### src/rtl/bin_to_bcd_seq.sv
// bin_to_bcd_seq: iterative double-dabble binary-to-BCD converter, one shift per clock,
// with a ready/valid input handshake and a one-cycle out_valid pulse per result.
module bin_to_bcd_seq #(
  parameter int IN_WIDTH = 16,
  parameter int DIGITS   = 5
) (
  input  logic                  clk,
  input  logic                  reset,
  input  logic                  in_valid,
  output logic                  in_ready,
  input  logic [IN_WIDTH-1:0]   bin_in,
  input  logic [3:0]            dp_in,
  output logic                  out_valid,
  output logic [DIGITS*4-1:0]   bcd_out,
  output logic [3:0]            dp_out,
  output logic                  over_range,
  output logic                  busy
);
  localparam int BW = DIGITS * 4;
  localparam int CW = (IN_WIDTH > 1) ? $clog2(IN_WIDTH) : 1;
  typedef enum logic [1:0] {IDLE, SHIFT, DONE} state_t;
  state_t              state;
  logic [IN_WIDTH-1:0] bin_shift;
  logic [BW-1:0]       bcd_work;
  logic [BW-1:0]       bcd_adj;
  logic [3:0]          dp_hold;
  logic [CW-1:0]       cnt;
  // add-3 correction per digit before each shift; digits never carry into each other
  always_comb begin
    bcd_adj = bcd_work;
    for (int i = 0; i < DIGITS; i++)
      bcd_adj[4*i +: 4] = (bcd_work[4*i +: 4] >= 4'd5) ? bcd_work[4*i +: 4] + 4'd3 : bcd_work[4*i +: 4];
  end
  assign in_ready = (state == IDLE);
  assign busy     = ~in_ready;
  always_ff @(posedge clk) begin
    if (reset) begin
      state      <= IDLE;
      bin_shift  <= '0;
      bcd_work   <= '0;
      dp_hold    <= '0;
      cnt        <= '0;
      bcd_out    <= '0;
      dp_out     <= '0;
      over_range <= 1'b0;
      out_valid  <= 1'b0;
    end else begin
      out_valid <= 1'b0;
      case (state)
        IDLE: if (in_valid) begin
          bin_shift <= bin_in;
          dp_hold   <= dp_in;
          bcd_work  <= '0;
          cnt       <= '0;
          state     <= SHIFT;
        end
        SHIFT: begin
          bcd_work  <= {bcd_adj[BW-2:0], bin_shift[IN_WIDTH-1]};
          bin_shift <= bin_shift << 1;
          cnt       <= cnt + 1'b1;
          state     <= (cnt == CW'(IN_WIDTH - 1)) ? DONE : SHIFT;
        end
        DONE: begin
          bcd_out    <= bcd_work;
          dp_out     <= dp_hold;
          over_range <= |bcd_work[BW-1:16];
          out_valid  <= 1'b1;
          state      <= IDLE;
        end
        default: state <= IDLE;
      endcase
    end
  end
endmodule

### config.mk
export PLATFORM = sky130hd
export DESIGN_NAME = bin_to_bcd_seq
export DESIGN_NICKNAME = d
export VERILOG_FILES = /design/src/rtl/bin_to_bcd_seq.sv
export SDC_FILE = /design/constraint.sdc
export NUM_CORES = 1
export LEC_CHECK = 0
export BUFFER_PORTS_ARGS = -buffer_cell sky130_fd_sc_hd__buf_4
export CAP_MARGIN = 10
export CORE_MARGIN = 2
export CORE_UTILIZATION = 60
export DETAILED_ROUTE_END_ITERATION = 6
export PLACE_DENSITY = 0.84
export SYNTH_ARGS = -nofsm -noshare
export SYNTH_HDL_FRONTEND = slang
export SYNTH_SLANG_ARGS = --single-unit
### constraint.sdc
create_clock -name clk -period 3.8 [get_ports clk]
set_input_delay 0.57 -clock clk [delete_from_list [all_inputs] [get_ports clk]]
set_output_delay 0.57 -clock clk [all_outputs]
set_load 0.02 [all_outputs]
* Word level (Yosys, flattened, before mapping)
Index checks and enable logic that the tools add are counted.
** Storage, ports and cells
- Register bits after elaboration :: 72
- Logic and storage cells :: 45
- Output and inout bits :: 28
** Operators by class
- Bitwise logic cells :: 1
- Equal/unequal tests :: 4
- Order comparisons :: 5
- Reductions and logical operators :: 5
- Add/sub/neg operators :: 6
- Mux-type cells :: 15
** Operators with widths (number)
- $pmux W20 S2 :: 1
- $pmux W16 S2 :: 1
- $ge A4 B3 Y1 const B :: 5
- $mux W20 :: 1
- $mux W4 :: 5
- $add A4 B2 Y4 const B :: 4
- $mux W16 :: 1
- $pmux W4 S2 :: 1
- $add A4 B1 Y4 const B :: 1
- $eq A4 B4 Y1 const B :: 1
- $mux W2 :: 2
- $pmux W2 S2 :: 1
- $reduce_and A2 Y1 :: 2
- $reduce_or A4 Y1 :: 1
- $add A3 B2 Y3 const B :: 1
- $mux W3 :: 1
- $eq A2 B1 Y1 const B :: 1
- $eq A2 B2 Y1 const B :: 1
- $logic_not A2 Y1 :: 1
- $ne A2 B2 Y1 const B :: 1
- $reduce_bool A2 Y1 :: 1
- $mux W1 :: 1
- $not A1 Y1 :: 1

* Logic depth before layout (Yosys ltp)
Gate-level depths: netlist of run 1.
- Word-level depth :: 3
- Mapped depth :: 6
- Gate-level depth less buffers :: 6

* Least setup slack after synthesis of run 1
No wires, ideal clock.
- Kind :: register -> output
- From :: reg state[1]
- To :: out in_ready
- Buffers on the path :: 0
- Cell stages (with the launch flop) :: 3
- Slack :: 2335 ps
- Arrival :: 895 ps
- Cells stage by stage :: dfxtp_1 or2_2 inv_1
** Between the ends
- Cells in the longest elaborated chain, start to end :: 1
** Ends and longest elaborated chain
- start, declared :: RTL line 22 : state_t state;
- start signal, assigned :: RTL line 61 : state <= (cnt == CW'(IN_WIDTH - 1)) ? DONE : SHIFT;
- $logic_not A2 Y1 :: RTL line 34 : assign in_ready = (state == IDLE);
- end, declared :: RTL line 10 : output logic in_ready,
No other way between the ends.

* Worst setup path after layout of run 1
- From :: reg state[1]
- To :: reg bcd_work[5]
** Between the ends
- Cells in the longest elaborated chain, start to end :: 3
- Elaborated cells between the ends (all ways) :: 6
** Ends and longest elaborated chain
- $eq A2 B1 Y1 or $logic_not A2 Y1 (tied branches) :: RTL line 49 : case (state)
- $reduce_bool A2 Y1 (no line) or $ne A2 B2 Y1 (tied branches)
- $reduce_and A2 Y1 (no line)
- end signal, assigned :: RTL line 58 : bcd_work <= {bcd_adj[BW-2:0], bin_shift[IN_WIDTH-1]};
- end, declared :: RTL line 24 : logic [BW-1:0] bcd_work;
Several ways; a longest one is shown, not always the timed one.
A chain may end at the register's enable or synchronous reset.

==> results of run 1 <==
## final cells by class
| class | count | area (sq um) |
|---|---|---|
| clock inverters | 6 | 82.6 |
| fillers | 410 | 1410 |
| clock buffers | 10 | 138 |
| flip-flops and latches | 72 | 1440 |
| well taps | 70 | 87.6 |
| multi-input cells | 261 | 1560 |
| inverters | 11 | 41.3 |
| repair buffers | 51 | 383 |
## worst register-to-register path, delay by kind of cell, from the launching register on
| family | cells | cell delay (ns) |
|---|---|---|
| DFF | 1 | 0.48 |
| and+or+nand+nor | 2 | 1.07 |
| AOI/OAI and AO/OA | 1 | 0.25 |
## cell families (layout without fill, tap and decap cells)
logic type                 after synthesis  count (layout)  synth area share [%]
AOI/OAI and AO/OA                       69              69                  12.6
DFF                                     72              72                  45.1
muxes                                    6               6                  1.92
and+or+nand+nor                        165             165                  27.1
buffers and inverters                   34              78                  6.18
adders and majority gates               12              12                  4.69
xor gates and xnor gates                 9               9                  2.46
## power breakdown
part,switching [uW],internal [uW]
registers,14.0,776
logic,77.0,48.3
clock network,282,384
## layer usage
metal	routed length [um]	vias up
met5	0	-
met4	130	0
met3	265	13
met2	3200	53
met1	2960	1216
li1	-	1304
## flip-flops by register name, summed over array words and instances, names as in the netlist
name	cells
dp_out	4
out_valid	1
state	2
cnt	4
dp_hold	4
bcd_out	20
bin_shift	16
bcd_work	20
over_range	1
## final timing paths
kind / start / endpoint / slack (ns) / cells past startpoint
max: state[1] / bcd_work[5] / 1.90 / 3
min: bcd_out[4] / bcd_out[4] / 0.46 / 2
max reg2reg: state[1] / bcd_work[5] / 1.90 / 3
min reg2reg: bcd_out[4] / bcd_out[4] / 0.46 / 2
## layout by cell type (no fill, tap or decap), types with 2 or more instances in the layout
cell,n
mux2i_1,5
nand3_1,9
xnor2_1,5
nor2_1,43
nand2b_1,7
nor2_2,12
a211oi_1,2
bufinv_16,2
dfxtp_1,72
buf_4,51
nor2_4,3
a21oi_1,43
xor2_1,4
nor4_2,15
ha_1,12
o21ai_0,10
or2_2,2
nand2_1,61
nor3_1,7
inv_1,11
a22o_1,14
clkbuf_8,10
clkinv_2,3
## per-stage QoR
stage	cells	total power, uW
final	481	1580
after global routing	481	1630
after CTS	481	1590
after detailed placement	465	933
after global placement	465	927
after floorplan	367	904
==> impl_metrics.ini, run 1 <==
[timing]
worst_pin_slew_ns = 1.07
finalWorstSetupSlack_ns = 1.90
final_max_slew_viol_count = 0
max_freq_ghz = 0.527
setup_violations = 0
fin_crit_ns = 1.90
slew_headroom_pct = 28.4
skew_ns = 0.0100
hold_viol = 0
rsz0062_at_grt = false
hold_slack_ns = 0.456
timing.setup.tns_ns = 0
fin_crit_sh_pct = 49.9

[critical_path]
cp_slowest_cell = nand2b_1
cp_max_fo = 26
cp.arrival_ns = 2.13
critPathCaptureType = flip-flop
slowest_delay_ns = 0.86
startpoint_type = flip-flop
required_ns = 4.04
cp_top_family = simple AND/OR/NAND/NOR gates
crit_type = reg -> reg
crit_buf_inv = 0
crit_chain = nand2b_1, nor2_4, a22o_1

[synthesis]
yosysTopAreaCellShare_pct = 45.1
synthTopCellsByArea = dfxtp_1, nand2_1, a21oi_1, nor4_2, nor2_1
synth_area_sq_mm = 0.00320
ys.flop_type = dfxtp_1
synth_cell_type_count = 32
ys_async_sr_fraction_pct = 0
synth.avg_cell_area_sq_um = 8.72
syn-num-nets = 402
netlist_instances = 367
yosys-top-cells-count = dfxtp_1, nand2_1, a21oi_1, nor2_1, nor4_2
synth_edf_count = 0
ys_ff_latch = 72
yosys_warnings = 0
synth_top_cell_by_area = dfxtp_1
ys_seq_area_share_pct = 45.1
yosysMostFrequentCell = dfxtp_1

[finish]
drive_gt1_share_pct = 24.6
utilization_pct = 72.6
antenna-diode-count = 0
layout.nets = 441
design_area_sq_mm = 0.00373
areaGrowthSynthToFinish_pct = 16.7

[grt]
grt_pass1_wl_um = 11300
first_global_vias = 2508
antenna_found_initial = 0
grt_max_degree = 61
grt_use_total_pct = 23.5
busiest_layer = met2
grt_use_met2_pct = 38.7
grt_use_met3_pct = 4.24
use_met1_pct = 30.1
grt_overflow_total = 0

[clocking]
cts_setup_buffers = 0
clock-sinks = 72
cts-root-buf = clkbuf_8
clk-insertion-delay-late_ns = 0.35
cts_buffers = 9
cts_tree = done
ctsHoldBuffers = 0
clockBufferDepth = 2
htreeDepth = 3
clk_pin_slew_worst_paths_ns = 0.08
cts_resized = 0

[floorplanning]
pin_count = 51
dieArea_sq_mm = 0.00593
fp.coreArea_sq_mm = 0.00514
die_x_um = 77.0
rows = 26
start_util_pct = 62.2
fp.dieH_um = 77.0

[min_path]
hold_path_class = reg -> reg

[place]
gp_congestion = 0.789
post_dp_cell_area_sq_mm = 0.00351
numPortBuffers = 50
dpl.hpwl_um = 4230
dpl_worst_slack_ns = 1.66

[power]
ir_worst_vdd_uv = 201
powerDensity_mw_per_mm2 = 424
p_leak_uw = 0.00149

[detailed_routing]
ant_nets = 0
vias_per_cell = 5.38
wl_per_cell_um = 13.6
vias = 2586
drt-initial-drc-count = 140
dr.pass1.iters = 4
wl_um = 6550
drc = 0

[run_status]
outcome = finished, final reports clean

[flow_run]
timing.max_cap.violations = 0
Note: power is estimated with default switching activity, not from simulation.
==> run 2: changes to the inputs <==
CORE_UTILIZATION = 56   (was 60)
PLACE_DENSITY = 0.79   (was 0.84)
clock period = 1.8 ns   (was 3.8 ns; I/O delays follow)
==> run 2 against run 1 <==
Non-clock buffer count up 11. Clock skew down 0.0041 ns. Critical path depth up 3. Sequential cell count unchanged. Sequential power up 110%. Total power up 100%. Combinational power up 130%. Sequential share of layout area down 0.54 points. Worst hold slack worse by 0.29 ns.
==> impl_metrics.ini, run 2 (synthesis gave the netlist of run 1 again) <==
[timing]
worst_pin_slew_ns = 0.425
fin_crit_ns = 1.56
rsz0062_at_grt = false
skew_ns = 0.00592
timing.setup.tns_ns = 0
fin_crit_sh_pct = 86.6
slew_headroom_pct = 71.7
hold_viol = 0
setup_violations = 0
max_freq_ghz = 0.642
final_max_slew_viol_count = 0

[place]
dpl.hpwl_um = 4410
post_dp_cell_area_sq_mm = 0.00360
gp_congestion = 0.805
numPortBuffers = 50
dp_cells = 478

[clocking]
cts_resized = 0
ctsHoldBuffers = 0
clk_pin_slew_worst_paths_ns = 0.07
clk-insertion-delay-late_ns = 0.35
cts_buffers = 9
cts-root-buf = clkbuf_8
cts_setup_buffers = 0
cts_tree = done
htreeDepth = 3
clockBufferDepth = 2
clock-sinks = 72

[detailed_routing]
drt-initial-drc-count = 179
vias_per_cell = 5.24
drc = 0
vias = 2588
dr.pass1.iters = 4
ant_nets = 0
wl_per_cell_um = 13.0
wl_um = 6420

[min_path]
hold_path_class = in -> reg

[power]
powerDensity_mw_per_mm2 = 838
fin_total_pwr_uw = 3170
p_leak_uw = 0.00152
ir_worst_vdd_uv = 527

[finish]
design_area_sq_mm = 0.00379
largest_registers = bcd_out x20, bcd_work x20, bin_shift x16
drive_gt1_share_pct = 26.3
final_cells = 494
layout_commonest_cell = dfxtp_1
antenna-diode-count = 0
areaGrowthSynthToFinish_pct = 18.3
mostFrequentLayoutCells = dfxtp_1, buf_4, nand2_1
utilization_pct = 68.8
layout.nets = 452

[critical_path]
critPathCaptureType = flip-flop
cp_max_fo = 4
startpoint_type = flip-flop
required_ns = 2.04
crit_type = reg -> reg
cp.arrival_ns = 1.80

[floorplanning]
fp.coreArea_sq_mm = 0.00551
start_util_pct = 58.1
fp.dieH_um = 79.6
die_x_um = 79.6
rows = 27
dieArea_sq_mm = 0.00633
pin_count = 51

[flow_run]
timing.max_cap.violations = 0

[grt]
grt_max_degree = 34
grt_overflow_total = 0
antenna_found_initial = 0
first_global_vias = 2384
grt_pass1_wl_um = 10800
grt_use_total_pct = 21.8

[run_status]
outcome = finished, final reports clean
run 2: cell count changes in the layout (fill, tap and decap cells not counted):
| cell | previous run | this run |
|---|---|---|
| buf_4 | 51 | 62 |
| bufinv_16 | 2 | 1 |
| clkbuf_1 | 0 | 1 |
| clkbuf_8 | 10 | 9 |
| clkinvlp_4 | 1 | 2 |
run 2: path summary, 6_finish.rpt:
check              startpoint           end  slack (ns)  cells past startpoint
hold / removal       dp_in[2]    dp_hold[2]        0.16                      3
setup reg to reg  bcd_work[9]  bcd_work[10]        0.24                      6
setup / recovery  bcd_work[9]  bcd_work[10]        0.24                      6
hold reg to reg    bcd_out[8]    bcd_out[8]        0.46                      2
run 2: per-stage QoR:
stage                     setup WS (ns)  hold WS (ns)
after CTS                         0.245         0.152
after detailed placement          0.293         0.449
after global placement            0.354         0.444
after global routing              0.173         0.159
final                             0.242         0.163
after floorplan                   0.433         0.406
run 2: routing by layer:
layer	vias up	global-route usage, %	part of all wire (%)	wire length (um)
met4	0	9.83	2.0	129
met5	-	0	0	0
met2	59	32.1	45	2920
met3	15	5.88	4.8	308
li1	1327	-	-	-
met1	1187	29.7	48	3060
run 2: final cells by class:
cell class | instances | area [sq um]
repair buffers | 62 | 465
clock buffers | 10 | 128
fillers | 450 | 1720
multi-input cells | 261 | 1560
well taps | 72 | 90.1
inverters | 11 | 41.3
clock inverters | 6 | 60.1
flip-flops and latches | 72 | 1440
run 2: where the power goes:
group,internal [uW],switching [uW]
Combinational,117,166
Clock,632,591
Sequential,1640,27.6
run 2: worst max-delay path, stage by stage, from the launching register on:
cell and delay (ns):
dfxtp_1 0.40, inv_1 0.11, ha_1 0.18, nand2b_1 0.14, a21oi_1 0.30, mux2i_1 0.12, a22o_1 0.20
